===== src/rtl/axi_lite_regfile_slave_if.sv =====
// axi_lite_regfile_slave_if: AXI4-Lite bus bundle shared by master and register-file slave
interface axi_lite_regfile_slave_if;
    logic        awvalid;
    logic        awready;
    logic [31:0] awaddr;
    logic        wvalid;
    logic        wready;
    logic [31:0] wdata;
    logic [3:0]  wstrb;
    logic        bvalid;
    logic        bready;
    logic [1:0]  bresp;
    logic        arvalid;
    logic        arready;
    logic [31:0] araddr;
    logic        rvalid;
    logic        rready;
    logic [31:0] rdata;
    logic [1:0]  rresp;

    modport master (
        output awvalid, awaddr, wvalid, wdata, wstrb, bready, arvalid, araddr, rready,
        input  awready, wready, bvalid, bresp, arready, rvalid, rdata, rresp
    );

    modport slave (
        input  awvalid, awaddr, wvalid, wdata, wstrb, bready, arvalid, araddr, rready,
        output awready, wready, bvalid, bresp, arready, rvalid, rdata, rresp
    );
endinterface


===== src/rtl/axi_lite_regfile_slave.sv =====
// axi_lite_regfile_slave: AXI4-Lite register file with byte strobes, OKAY/SLVERR/DECERR responses
module axi_lite_regfile_slave #(
    parameter int          NUM_REGS  = 8,
    parameter logic [31:0] BASE_ADDR = 32'h0000_0000
) (
    input  logic                     clk,
    input  logic                     rstn,
    axi_lite_regfile_slave_if.slave  bus,
    output logic [32*NUM_REGS-1:0]   regs_flat
);
    localparam int IW = (NUM_REGS > 1) ? $clog2(NUM_REGS) : 1;

    typedef enum logic {W_COLLECT, W_RESP} wstate_t;
    typedef enum logic {R_IDLE, R_RESP} rstate_t;

    function automatic logic [1:0] decode(input logic [31:0] a);
        return (a < BASE_ADDR || ((a - BASE_ADDR) >> 2) >= 32'(NUM_REGS)) ? 2'b11 :
               (a[1:0] != 2'b00) ? 2'b10 : 2'b00;
    endfunction

    function automatic logic [IW-1:0] index(input logic [31:0] a);
        return IW'((a - BASE_ADDR) >> 2);
    endfunction

    logic [31:0] regs [NUM_REGS];
    wstate_t     wstate, wstate_n;
    rstate_t     rstate, rstate_n;
    logic        aw_held, w_held, aw_held_n, w_held_n;
    logic [31:0] awaddr_q, wdata_q, awaddr_n, wdata_n;
    logic [3:0]  wstrb_q, wstrb_n;
    logic        awready_n, wready_n, bvalid_n, commit;
    logic [1:0]  bresp_n, wresp;
    logic        arready_n, rvalid_n;
    logic [31:0] rdata_n;
    logic [1:0]  rresp_n, rresp_d;
    logic        aw_hs, w_hs, ar_hs;

    assign aw_hs   = bus.awvalid & bus.awready;
    assign w_hs    = bus.wvalid & bus.wready;
    assign ar_hs   = bus.arvalid & bus.arready;
    assign wresp   = decode(awaddr_n);
    assign rresp_d = decode(bus.araddr);

    // Write channel: collect AW and W in any order, commit once both are held, then hold B until accepted
    always_comb begin
        wstate_n  = wstate;
        aw_held_n = aw_held | aw_hs;
        w_held_n  = w_held | w_hs;
        awaddr_n  = aw_hs ? bus.awaddr : awaddr_q;
        wdata_n   = w_hs ? bus.wdata : wdata_q;
        wstrb_n   = w_hs ? bus.wstrb : wstrb_q;
        bvalid_n  = bus.bvalid;
        bresp_n   = bus.bresp;
        awready_n = 1'b0;
        wready_n  = 1'b0;
        commit    = 1'b0;
        if (wstate == W_COLLECT) begin
            if (aw_held_n && w_held_n) begin
                wstate_n  = W_RESP;
                bvalid_n  = 1'b1;
                bresp_n   = wresp;
                commit    = (wresp == 2'b00);
                aw_held_n = 1'b0;
                w_held_n  = 1'b0;
            end else begin
                awready_n = ~aw_held_n;
                wready_n  = ~w_held_n;
            end
        end else if (bus.bvalid && bus.bready) begin
            wstate_n  = W_COLLECT;
            bvalid_n  = 1'b0;
            awready_n = 1'b1;
            wready_n  = 1'b1;
        end
    end

    // Write channel state and registered outputs
    always_ff @(posedge clk or negedge rstn) begin
        if (!rstn) begin
            wstate      <= W_COLLECT;
            aw_held     <= 1'b0;
            w_held      <= 1'b0;
            awaddr_q    <= '0;
            wdata_q     <= '0;
            wstrb_q     <= '0;
            bus.awready <= 1'b0;
            bus.wready  <= 1'b0;
            bus.bvalid  <= 1'b0;
            bus.bresp   <= 2'b00;
        end else begin
            wstate      <= wstate_n;
            aw_held     <= aw_held_n;
            w_held      <= w_held_n;
            awaddr_q    <= awaddr_n;
            wdata_q     <= wdata_n;
            wstrb_q     <= wstrb_n;
            bus.awready <= awready_n;
            bus.wready  <= wready_n;
            bus.bvalid  <= bvalid_n;
            bus.bresp   <= bresp_n;
        end
    end

    // Register file: byte-lane merge on an OKAY commit only
    always_ff @(posedge clk or negedge rstn) begin
        if (!rstn) begin
            for (int k = 0; k < NUM_REGS; k++) regs[k] <= '0;
        end else if (commit) begin
            for (int i = 0; i < 4; i++)
                if (wstrb_n[i]) regs[index(awaddr_n)][8*i +: 8] <= wdata_n[8*i +: 8];
        end
    end

    // Read channel: capture data on AR handshake (pre-write value on a same-edge commit), hold R until accepted
    always_comb begin
        rstate_n  = rstate;
        rvalid_n  = bus.rvalid;
        rdata_n   = bus.rdata;
        rresp_n   = bus.rresp;
        arready_n = 1'b0;
        if (rstate == R_IDLE) begin
            if (ar_hs) begin
                rstate_n = R_RESP;
                rvalid_n = 1'b1;
                rresp_n  = rresp_d;
                rdata_n  = (rresp_d == 2'b00) ? regs[index(bus.araddr)] : 32'h0;
            end else begin
                arready_n = 1'b1;
            end
        end else if (bus.rready) begin
            rstate_n  = R_IDLE;
            rvalid_n  = 1'b0;
            arready_n = 1'b1;
        end
    end

    // Read channel state and registered outputs
    always_ff @(posedge clk or negedge rstn) begin
        if (!rstn) begin
            rstate      <= R_IDLE;
            bus.arready <= 1'b0;
            bus.rvalid  <= 1'b0;
            bus.rdata   <= '0;
            bus.rresp   <= 2'b00;
        end else begin
            rstate      <= rstate_n;
            bus.arready <= arready_n;
            bus.rvalid  <= rvalid_n;
            bus.rdata   <= rdata_n;
            bus.rresp   <= rresp_n;
        end
    end

    for (genvar k = 0; k < NUM_REGS; k++) begin : g_flat
        assign regs_flat[32*k +: 32] = regs[k];
    end
endmodule


===== src/flat_wrapper.sv =====
// flat-port wrapper written by rule: the top's interface ports become plain ports
module axi_lite_regfile_slave_flat 
#(
    parameter int          NUM_REGS  = 8,
    parameter logic [31:0] BASE_ADDR = 32'h0000_0000
)
  (clk, rstn, regs_flat, bus_awvalid, bus_awaddr, bus_wvalid, bus_wdata, bus_wstrb, bus_bready, bus_arvalid, bus_araddr, bus_rready, bus_awready, bus_wready, bus_bvalid, bus_bresp, bus_arready, bus_rvalid, bus_rdata, bus_rresp);
  axi_lite_regfile_slave_if bus_i ();
  input  logic clk;
  input  logic rstn;
  output logic [32*NUM_REGS-1:0] regs_flat;
  input wire logic [$bits(bus_i.awvalid)-1:0] bus_awvalid;
  input wire logic [$bits(bus_i.awaddr)-1:0] bus_awaddr;
  input wire logic [$bits(bus_i.wvalid)-1:0] bus_wvalid;
  input wire logic [$bits(bus_i.wdata)-1:0] bus_wdata;
  input wire logic [$bits(bus_i.wstrb)-1:0] bus_wstrb;
  input wire logic [$bits(bus_i.bready)-1:0] bus_bready;
  input wire logic [$bits(bus_i.arvalid)-1:0] bus_arvalid;
  input wire logic [$bits(bus_i.araddr)-1:0] bus_araddr;
  input wire logic [$bits(bus_i.rready)-1:0] bus_rready;
  output wire logic [$bits(bus_i.awready)-1:0] bus_awready;
  output wire logic [$bits(bus_i.wready)-1:0] bus_wready;
  output wire logic [$bits(bus_i.bvalid)-1:0] bus_bvalid;
  output wire logic [$bits(bus_i.bresp)-1:0] bus_bresp;
  output wire logic [$bits(bus_i.arready)-1:0] bus_arready;
  output wire logic [$bits(bus_i.rvalid)-1:0] bus_rvalid;
  output wire logic [$bits(bus_i.rdata)-1:0] bus_rdata;
  output wire logic [$bits(bus_i.rresp)-1:0] bus_rresp;
  assign bus_i.awvalid = bus_awvalid;
  assign bus_i.awaddr = bus_awaddr;
  assign bus_i.wvalid = bus_wvalid;
  assign bus_i.wdata = bus_wdata;
  assign bus_i.wstrb = bus_wstrb;
  assign bus_i.bready = bus_bready;
  assign bus_i.arvalid = bus_arvalid;
  assign bus_i.araddr = bus_araddr;
  assign bus_i.rready = bus_rready;
  assign bus_awready = bus_i.awready;
  assign bus_wready = bus_i.wready;
  assign bus_bvalid = bus_i.bvalid;
  assign bus_bresp = bus_i.bresp;
  assign bus_arready = bus_i.arready;
  assign bus_rvalid = bus_i.rvalid;
  assign bus_rdata = bus_i.rdata;
  assign bus_rresp = bus_i.rresp;
  axi_lite_regfile_slave #(.NUM_REGS(NUM_REGS), .BASE_ADDR(BASE_ADDR)) u_core (.clk(clk), .rstn(rstn), .bus(bus_i), .regs_flat(regs_flat));
endmodule

===== config.mk =====
export PLATFORM = sky130hd
export DESIGN_NAME = axi_lite_regfile_slave_flat
export DESIGN_NICKNAME = d
export VERILOG_FILES = /design/src/rtl/axi_lite_regfile_slave_if.sv /design/src/rtl/axi_lite_regfile_slave.sv /design/src/flat_wrapper.sv
export SDC_FILE = /design/constraint.sdc
export NUM_CORES = 1
export LEC_CHECK = 0
export ABC_AREA = 0
export BUFFER_PORTS_ARGS = -buffer_cell sky130_fd_sc_hd__buf_2
export CORE_UTILIZATION = 50
export CTS_BUF_LIST = sky130_fd_sc_hd__clkbuf_8
export DETAILED_ROUTE_END_ITERATION = 7
export PLACE_DENSITY = 0.79
export SLEW_MARGIN = 20
export SYNTH_ARGS = -nofsm -noshare
export SYNTH_HDL_FRONTEND = slang
export SYNTH_SLANG_ARGS = --single-unit

===== constraint.sdc =====
create_clock -name clk -period 2.3 [get_ports clk]
set_clock_uncertainty 0.05 [all_clocks]
set_input_delay 0.115 -clock clk [delete_from_list [all_inputs] [get_ports clk]]
set_output_delay 0.115 -clock clk [all_outputs]
set_load 0.1 [all_outputs]

# --- After elaboration in Yosys (flattened, before gate mapping) ---
# Index checks and enable logic that the tools add are counted.
# W data, S select, Z words.
word_totals:
  in_bits: 107
  word_cells: 114
  output_inout_bits: 297
  regBits: 369
op_classes:
  eq_ne: 2
  bitwise_logic: 11
  reduce_logical: 15
  n_mux: 56
  order_cmp: 7
ops:
  columns: ["operator", "count"]
  rows:
  - ["$mux W256", 7]
  - ["$bwmux W256", 4]
  - ["$demux W32 S3", 4]
  - ["$mux W32", 6]
  - ["$bmux W32 S3", 1]
  - ["$lt A32 B1 Y1 const B", 2]
  - ["$ge A30 B4 Y1 const B", 2]
  - ["$mux W1", 26]
  - ["$mux W24", 1]
  - ["$mux W16", 1]
  - ["$ge A4 B4 Y1 const B", 2]
  - ["$mux W2", 4]
  - ["$mux W8", 1]
  - ["$not A3 Y4", 2]
  - ["$reduce_and A2 Y1", 4]
  - ["$reduce_bool A2 Y1", 4]
  - ["$logic_not A2 Y1", 2]
  - ["$lt A4 B1 Y1 const B", 1]
  - ["$mux W4", 1]
  - ["$ne A2 B2 Y1 const B", 2]
  - ["$not A1 Y1", 4]
  - ["$and A1 B1 Y1", 3]
  - ["$logic_and A1 B1 Y1", 3]
  - ["$logic_or A1 B1 Y1", 2]
  - ["$or A1 B1 Y1", 2]

# --- Depth between registers and ports, before layout ---
# Gate-level depths: netlist (run 1).
logic_depth:
  depth_word: 18
  mapped_depth: 8
  depth_no_buf: 6

# --- Worst setup path after synthesis (run 1) ---
# OpenSTA, ideal clock, no wires.
synth_path:
  path_kind: "reg2reg"
  start: "register u_core.bus.awready"
  end: "register u_core.regs (netlist bit u_core.regs_flat[10])"
  n_path_buf: 1
  setup_ps: 126
  path_slack_ps: -796
  path_stages_with_launch: 8
  synth_period_minus_slack_ps: 3096
  arrival_time_ps: 2920
  cell_sequence: "dfrtp_1 > buf_4 > nand2_4 > mux2i_4 > inv_1 > or4_4 > nor3_4 > mux2_2"
synth_via:
  elab_chain_len: 15
  word_cells_on_any_way: 33
  classes_between: "order compare: 4; mux: 21; bitwise: 3; reduce/logical: 5"
synth_lines:
  columns: ["element", "line", "source"]
  rows:
  - ["start: declaration", "axi_lite_regfile_slave_if.sv:28", "output awready, wready, bvalid, bresp, arready, rvalid, rdata, rresp"]
  - ["start signal: assignment", "axi_lite_regfile_slave.sv:97", "bus.awready <= awready_n;"]
  - ["$and A1 B1 Y1 *", "axi_lite_regfile_slave.sv:38", "assign aw_hs = bus.awvalid & bus.awready;"]
  - ["$mux W32 *", "axi_lite_regfile_slave.sv:49", "awaddr_n = aw_hs ? bus.awaddr : awaddr_q;"]
  - ["net u_core.awaddr_n[3]", "axi_lite_regfile_slave.sv:29", "logic [31:0] awaddr_q, wdata_q, awaddr_n, wdata_n;"]
  - ["$not A3 Y4 (not written as such)", "axi_lite_regfile_slave.sv:110", "if (wstrb_n[i]) regs[index(awaddr_n)][8*i +: 8] <= wdata_n[8*i +: 8];"]
  - ["$ge A4 B4 Y1 (not written as such), or another cell as far along", "axi_lite_regfile_slave.sv:110", null]
  - ["$logic_and A1 B1 Y1 (not written as such) or $bwmux W256 (tied branches)", "axi_lite_regfile_slave.sv:110", null]
  - ["$mux W16 (not written as such) or $mux W256 (tied branches)", "axi_lite_regfile_slave.sv:110", null]
  - ["$demux W32 S3 or $mux W256 (tied branches)", "axi_lite_regfile_slave.sv:110, axi_lite_regfile_slave.sv:108", null]
  - ["$bwmux W256", "axi_lite_regfile_slave.sv:110", null]
  - ["$mux W256", "axi_lite_regfile_slave.sv:110", null]
  - ["$mux W256", "axi_lite_regfile_slave.sv:108", "end else if (commit) begin"]
  - ["$bwmux W256", "axi_lite_regfile_slave.sv:110", null]
  - ["$mux W256", "axi_lite_regfile_slave.sv:110", null]
  - ["$mux W256", "axi_lite_regfile_slave.sv:108", null]
  - ["$bwmux W256", "axi_lite_regfile_slave.sv:110", null]
  - ["$mux W256", "axi_lite_regfile_slave.sv:110", null]
  - ["end signal: indexed assignment", "axi_lite_regfile_slave.sv:110", null]
  - ["end: declaration", "axi_lite_regfile_slave.sv:25", "logic [31:0] regs [NUM_REGS];"]
# Mark *: on every way through the listed nets, which the timed path passes. The rest lies on a longest branch. The select of a mux whose other input is x is not followed.
# A chain may end at the register's enable or synchronous reset.

# --- Worst setup path after layout (run 1) ---
layout_path:
  start: "register u_core.bus.awready"
  end: "register u_core.regs (netlist bit u_core.regs_flat[56])"
layout_via:
  elab_chain_len: 15
  word_cells_on_any_way: 33
  classes_between: "order compare: 4; mux: 21; bitwise: 3; reduce/logical: 5"
layout_lines:
  columns: ["element", "line"]
  rows:
  - ["$and A1 B1 Y1 *", "axi_lite_regfile_slave.sv:38"]
  - ["$mux W32", "axi_lite_regfile_slave.sv:49"]
  - ["$not A3 Y4 (not written as such)", "axi_lite_regfile_slave.sv:110"]
  - ["$demux W32 S3", "axi_lite_regfile_slave.sv:110"]
  - ["$bwmux W256", "axi_lite_regfile_slave.sv:110"]
  - ["$mux W256", "axi_lite_regfile_slave.sv:110"]
  - ["$mux W256", "axi_lite_regfile_slave.sv:108"]
  - ["$bwmux W256", "axi_lite_regfile_slave.sv:110"]
  - ["$mux W256", "axi_lite_regfile_slave.sv:110"]
  - ["$mux W256", "axi_lite_regfile_slave.sv:108"]
  - ["$bwmux W256", "axi_lite_regfile_slave.sv:110"]
  - ["$mux W256", "axi_lite_regfile_slave.sv:110"]
  - ["$mux W256", "axi_lite_regfile_slave.sv:108"]
  - ["$bwmux W256", "axi_lite_regfile_slave.sv:110"]
  - ["$mux W256", "axi_lite_regfile_slave.sv:110"]
# Mark *: on every way between the ends. The rest lies on a longest branch, timed or not. The select of a mux whose other input is x is not followed.

==> metrics.md, run 1 <==
| Metric | Value |
|---|---|
| Outcome | `complete, but fails checks` |
| Violated checks | `setup timing` |
| # clock sinks | `369` |
| First-pass GRT wire length | `79300 um` |
| Sequential element share of the synthesized area | `57.1%` |
| Setup ws final | `-0.122 ns` |
| Clock slew at reported path FFs | `0.07 ns` |
| Placed cell count | `1939` |
| Area delta synth->final | `43.6%` |
| Reg2reg path depth | `9` |
| I/O Pins | `404` |
| Final hold viol count | `0` |
| Synth Flop Type | `dfrtp_1` |
| Cell taking the most area after synthesis | `dfrtp_1` |
| Largest net degree at the start of global routing | `76` |
| Routed WL | `51500 um` |
| FF+latch count, synth | `369` |
| Synth cell types | `42` |
| Fin area | `23200 um2` |
| Fin crit period | `2.42 ns` |
| Clock latency on the worst-skew pair | `0.63 ns` |
| Die Wd | `182 um` |
| Arr. time, crit path | `2.87 ns` |
| Port bufs | `403` |
| Cell Int Power | `12100 uW` |
| Clock share of power | `32.9%` |
| Leak Pwr | `0.0121 uW` |
| Final Setup Violations | `183` |
| Slew @ Worst Pin | `0.637 ns` |
| MaxCap Viol Count | `0` |
| Ys async rst share | `100%` |
| Startpoint types | `register` |
| GP Congestion | `0.841` |
| Worst setup path end | `u_core.regs_flat[56]` |
| Reg-to-Reg Start | `u_core.bus.awready` |
| Pwr Density | `771 nW/um2` |
| Combinational power share | `24.8%` |
| Slew HR | `57.5%` |
| Critical Path Start | `u_core.bus.awready` |
| Switching pwr | `5870 uW` |
| Top cells by area, synth | `dfrtp_1 (57%), mux2_2 (19%), mux4_2 (8.9%)` |
| Inserted Clock Buffers | `59` |
| Vias | `12100` |
| CP max FO | `6` |
| Number of synthesized flops with an enable pin | `0` |
| Core Area | `31700 um2` |
| Drt wl/cell | `24.1 um` |
| Final Max Slew Viols | `0` |
| Vias in the first global route | `13400` |
| Number of routed nets with antenna violations | `0` |
| Syn_nets | `1189` |
| Worst R2R Setup Slack | `-0.12 ns` |
| Via/cell ratio | `5.68` |
| Sw Ratio | `32.8%` |
| Nets | `1801` |
| WS Path Type | `register to register` |
| DRT Pass-1 Iters | `5` |
| Pre-CTS setup slack | `-0.257 ns` |
| Initial antenna violation count | `0` |
| Critical Path End Type | `register` |
| Drt drc | `0` |
| CTS max path bufs | `3` |
| Critical R2R Capture | `u_core.regs_flat[56]` |
| HPWL after detailed placement | `32900 um` |
| GR Util All Layers | `31.5%` |
| Num rows | `65` |
| Synth top area share | `57.1%` |
| Die Area | `33100 um2` |
| Gr ovfl total | `0` |
| Crit share post-route | `105%` |
| Share of layout cells above drive strength 1 | `59.0%` |
| Die Ht | `182 um` |
| Placed Instance Area | `19900 um2` |
| Initial cell density of the core | `51.0%` |
| Post-Syn Area | `16200 um2` |
| Peak VDD IR | `0.587 mV` |
| TNS Setup | `-7.91 ns` |
| Syn Inst Count | `1082` |
| First DRT Iteration DRCs | `633` |
| Most common cell in the synthesized netlist | `dfrtp_1` |
| Sequential power share | `42.3%` |
| H-tree depth | `2` |
| Syn. warnings | `0` |
| CTS root buf | `clkbuf_8` |
| Mean Syn Cell Area | `15.0 um2` |
| CP required | `2.75 ns` |
| Layout Utilization | `73.3%` |
| Layout Cells excl Fill | `2137` |
| Hold Path Class | `input port to async pin` |
| Fmax | `0.413 GHz` |
| RSZ-0062 raised after global routing | `yes` |
| # diodes | `0` |
| CTS tree | `built` |
| Post-synth top cells | `dfrtp_1 (369), mux2_2 (272), nand2_1 (132), mux4_2 (64), o21ai_0 (38)` |
| Final-layout fill cell count | `1978` |
## repair_timing
item | in CTS | in global routing
endpoints found under the setup margin | 256 | 256
pin swaps | 6 | 11
endpoints found under the hold margin | 695 | 0
hold buffers | 80 | 0
gates resized for setup | 261 | 25
setup buffers | 9 | 7
## area by class of cell
| class | instances | area (um2) | share of cell area [%] |
|---|---|---|---|
| Sequential cell | 369 | 9240 | 39.8 |
| Timing Repair Buffer | 594 | 4300 | 18.5 |
| Multi-Input combinational cell | 664 | 7940 | 34.1 |
| Clock buffer | 76 | 1050 | 4.50 |
| Tap cell | 402 | 503 | 2.16 |
| Clock inverter | 26 | 194 | 0.834 |
| Inverter | 6 | 22.5 | 0.0969 |
## through the flow
| step | hold WS [ns] | power (uW) |
|---|---|---|
| global route | 0.0571 | 18700 |
| CTS | 0.0131 | 17800 |
| finish | 0.0301 | 17900 |
| floorplan | -0.231 | 9930 |
| detailed placement | 0.0876 | 11300 |
| global placement | 0.0861 | 11200 |
## state kept, by name (all words and copies together) (netlist names), 2 cells and up
signal            cells
u_core.wstrb_q        4
u_core.bus.bresp      2
u_core.wdata_q       32
u_core.bus.rresp      2
u_core.regs_flat    256
u_core.awaddr_q      32
u_core.bus.rdata     32
## worst max-delay path: stages, from the launching register on
cell	delay (ns)
dfrtp_4	0.52
buf_6	0.13
a211o_1	0.28
o31ai_4	0.08
buf_4	0.16
o2111ai_4	0.12
buf_12	0.19
nor3_4	0.24
buf_4	0.20
mux2_2	0.33
## placed cells by master (no fill, tap or decap), types with 3 or more instances in the layout
cell type,instances
nor2_1,6
a21oi_1,3
inv_2,3
nand2_1,125
dlygate4sd3_1,80
clkbuf_8,76
or4_4,3
inv_1,19
mux2i_1,33
clkinv_2,5
nor3_1,3
mux4_2,64
dfrtp_1,367
nand4_1,4
buf_2,400
mux2i_4,3
nor4_4,5
nand2b_1,3
mux2_2,48
o21ai_0,37
buf_6,21
nor4_1,13
mux2_4,244
o2111ai_4,4
buf_12,44
nor4_2,4
bufinv_16,3
nor3_4,29
nand2_2,7
buf_4,47
## power groups by stage
stage	Combinational (uW)	Clock [uW]	Sequential, uW
5_1_grt	4740	6280	7640
2_1_floorplan	2040	0	7890
3_5_place_dp	3730	0	7610
6_report	4440	5900	7580
4_1_cts	4260	5970	7530
3_3_place_gp	3620	0	7570
## how the worst min path moves through the flow
stage	startpoint	to	slack, ns
after global placement	rstn	u_core.regs_flat[123]	0.09
after global routing	rstn	u_core.regs_flat[85]	0.06
after CTS	rstn	u_core.regs_flat[117]	0.01
final	rstn	u_core.regs_flat[117]	0.03
after floorplan	rstn	u_core.aw_held	-0.23
after detailed placement	rstn	u_core.regs_flat[92]	0.09
## layer usage
metal | global-route usage [%] | up-vias | part of all wire [%]
met5 | 0 | - | 0
li1 | - | 5219 | -
met2 | 52.6 | 523 | 50
met3 | 8.24 | 124 | 7.6
met1 | 39.2 | 6266 | 39
met4 | 12.8 | 0 | 3.5
## kinds of logic (layout without fill, tap and decap cells)
kind of cell	after synthesis	after routing	synth area share (%)
muxes	392	392	31.6
and+or+nand+nor	216	216	7.60
buffers and inverters	49	702	1.25
DFF	369	369	57.1
AOI/OAI and AO/OA	56	56	2.49
Note: power is estimated with default switching activity, not from simulation.
==> inputs of run 2 (changes only) <==
BUFFER_PORTS_ARGS = -buffer_cell sky130_fd_sc_hd__buf_4   (was -buffer_cell sky130_fd_sc_hd__buf_2)
PLACE_DENSITY = not set   (was 0.79)
PLACE_DENSITY_LB_ADDON = 0.05   (was not set)
==> metrics.md, run 2 (same netlist as run 1, synthesis figures left out) <==
| Metric | Value |
|---|---|
| Outcome | `complete, but fails checks (unchanged)` |
| Violated checks | `setup timing (unchanged)` |
| Nets | `1805 (was 1801)` |
| Die Ht | `182 um (unchanged)` |
| H-tree depth | `2 (unchanged)` |
| Final Max Slew Viols | `0 (unchanged)` |
| # clock sinks | `369 (unchanged)` |
| Area delta synth->final | `48.9% (was 43.6%)` |
| GR Util All Layers | `30.1% (was 31.5%)` |
| Fmax | `0.420 GHz (was 0.413 GHz)` |
| GP Congestion | `0.821 (was 0.841)` |
| Gr ovfl total | `0 (unchanged)` |
| WS Path Type | `register to register (unchanged)` |
| Max reg flops | `256 (unchanged)` |
| Most frequent cells in the layout | `buf_4 (449), dfrtp_1 (367), mux2_4 (213) (was buf_2 (400), dfrtp_1 (367), mux2_4 (244))` |
| Final Setup Violations | `234 (was 183)` |
| CP required | `2.73 ns (was 2.75 ns)` |
| DRT Pass-1 Iters | `4 (was 5)` |
| TNS Setup | `-8.40 ns (was -7.91 ns)` |
| CP max FO | `8 (was 6)` |
| Clock slew at reported path FFs | `0.06 ns (was 0.07 ns)` |
| Leak Pwr | `0.0121 uW (about the same)` |
| Die Area | `33100 um2 (unchanged)` |
| Crit share post-route | `104% (was 105%)` |
| Pre-CTS setup slack | `-0.198 ns (was -0.257 ns)` |
| First-pass GRT wire length | `76000 um (was 79300 um)` |
| Hold Path Class | `input port to async pin (unchanged)` |
| RSZ-0062 raised after global routing | `yes (unchanged)` |
| Die Wd | `182 um (unchanged)` |
| Port bufs | `403 (unchanged)` |
| Setup ws final | `-0.0822 ns (was -0.122 ns)` |
| Switching pwr | `5720 uW (was 5870 uW)` |
| Critical Path End Type | `register (unchanged)` |
| Slew HR | `47.4% (was 57.5%)` |
| Via/cell ratio | `5.57 (was 5.68)` |
| CTS max path bufs | `3 (unchanged)` |
| Clock latency on the worst-skew pair | `0.60 ns (was 0.63 ns)` |
| Placed Instance Area | `20900 um2 (was 19900 um2)` |
| Startpoint types | `register (unchanged)` |
| Commonest non-fill, non-tap cell in the layout | `buf_4 (was buf_2)` |
| Vias | `11900 (was 12100)` |
| Drt drc | `0 (unchanged)` |
| Final hold viol count | `0 (unchanged)` |
| Num rows | `65 (unchanged)` |
| Arr. time, crit path | `2.81 ns (was 2.87 ns)` |
| Initial cell density of the core | `51.0% (unchanged)` |
| MaxCap Viol Count | `0 (unchanged)` |
| Vias in the first global route | `12700 (was 13400)` |
| Cell mode on critical path | `buf_12 (was buf_4)` |
| Share of layout cells above drive strength 1 | `58.6% (was 59.0%)` |
| Core Area | `31700 um2 (unchanged)` |
| Drt wl/cell | `22.9 um (was 24.1 um)` |
| Routed WL | `49100 um (was 51500 um)` |
| Fin area | `24100 um2 (was 23200 um2)` |
| Largest net degree at the start of global routing | `71 (was 76)` |
| Slowest CP cell | `dfrtp_1 (was dfrtp_4)` |
| Reg2reg path depth | `8 (was 9)` |
| Layout Utilization | `76.0% (was 73.3%)` |
| I/O Pins | `404 (unchanged)` |
| First DRT Iteration DRCs | `650 (was 633)` |
| Number of routed nets with antenna violations | `0 (unchanged)` |
| Sequential power share | `42.7% (was 42.3%)` |
| Clock share of power | `32.3% (was 32.9%)` |
| Fin crit period | `2.38 ns (was 2.42 ns)` |
| Pwr Density | `735 nW/um2 (was 771 nW/um2)` |
| Peak VDD IR | `0.641 mV (was 0.587 mV)` |
| CTS root buf | `clkbuf_8 (unchanged)` |
| Worst path cell trace | `nor4_4 > and4_4 > buf_12 > o211ai_4 > buf_12 > nor4_4 > buf_12 > mux2_4 (was buf_6 > a211o_1 > o31ai_4 > buf_4 > o2111ai_4 > buf_12 > nor3_4 > buf_4 > mux2_2)` |
| HPWL after detailed placement | `32300 um (was 32900 um)` |
| Slew @ Worst Pin | `0.790 ns (was 0.637 ns)` |
| Combinational power share | `25.0% (was 24.8%)` |
| Largest stage delay, worst path | `0.41 ns (was 0.52 ns)` |
| Initial antenna violation count | `0 (unchanged)` |
| # diodes | `0 (unchanged)` |
| CTS tree | `built (unchanged)` |
| Inserted Clock Buffers | `60 (was 59)` |
| Sw Ratio | `32.3% (was 32.8%)` |
| Cell Int Power | `12000 uW (was 12100 uW)` |
run 2: metrics by stage:
stage                     hold slack [ns]  cells  total power [uW]
after floorplan                    -0.231   1082              9930
after global placement             0.0756   1939             11300
after detailed placement           0.0736   1939             11400
after CTS                          0.0227   2143             17700
after global routing               0.0594   2146             18500
final                              0.0307   2146             17700
run 2: layer usage:
metal,share of wire (%),GRT usage (%)
met3,7.6,8.24
met2,49,49.7
met1,41,38.6
met4,2.6,9.98
met5,0,0
run 2: power groups by stage:
| stage | logic (uW) | registers, uW | clock network [uW] |
|---|---|---|---|
| CTS | 4310 | 7540 | 5840 |
| global placement | 3720 | 7570 | 0 |
| floorplan | 2040 | 7890 | 0 |
| finish | 4430 | 7560 | 5720 |
| global route | 4730 | 7630 | 6180 |
| detailed placement | 3790 | 7600 | 0 |
run 2: area by class of cell:
| type | instances | area (um2) |
|---|---|---|
| flip-flops and latches | 369 | 9240 |
| multi-input cells | 664 | 7800 |
| fillers | 2026 | 7620 |
| repair buffers | 597 | 5300 |
| clock buffers | 79 | 1090 |
| well taps | 402 | 503 |
| clock inverters | 29 | 144 |
| inverters | 6 | 22.5 |
run 2: worst paths after layout:
| path | startpoint | endpoint | slack [ns] |
|---|---|---|---|
| min | rstn | u_core.awaddr_q[21] | 0.03 |
| max reg2reg | u_core.awaddr_q[14] | u_core.regs_flat[232] | -0.08 |
| min in group clk | bus_araddr[3] | u_core.bus.rdata[8] | 0.16 |
| min reg2reg | u_core.aw_held | u_core.bus.awready | 0.42 |
| max | u_core.awaddr_q[14] | u_core.regs_flat[232] | -0.08 |
| max in group asynchronous | rstn | u_core.regs_flat[241] | 1.38 |
run 2: worst max-delay path: cells and delay by family (launching register included):
kind / cells / cell delay, ns
AND/OR/NAND/NOR: 3 / 0.92
buffers and inverters: 3 / 0.47
flip-flops: 1 / 0.41
multiplexers: 1 / 0.30
AO/OA/AOI/OAI: 1 / 0.11
run 2: what timing repair did:
action                                 4_1_cts  5_1_grt
endpoints found under the hold margin      702        0
resized for setup                          183       68
setup buffers                               14        3
pin swaps                                   13       10
setup endpoints to repair                  256      256
gates cloned                                 0        0
hold buffers                                82        0
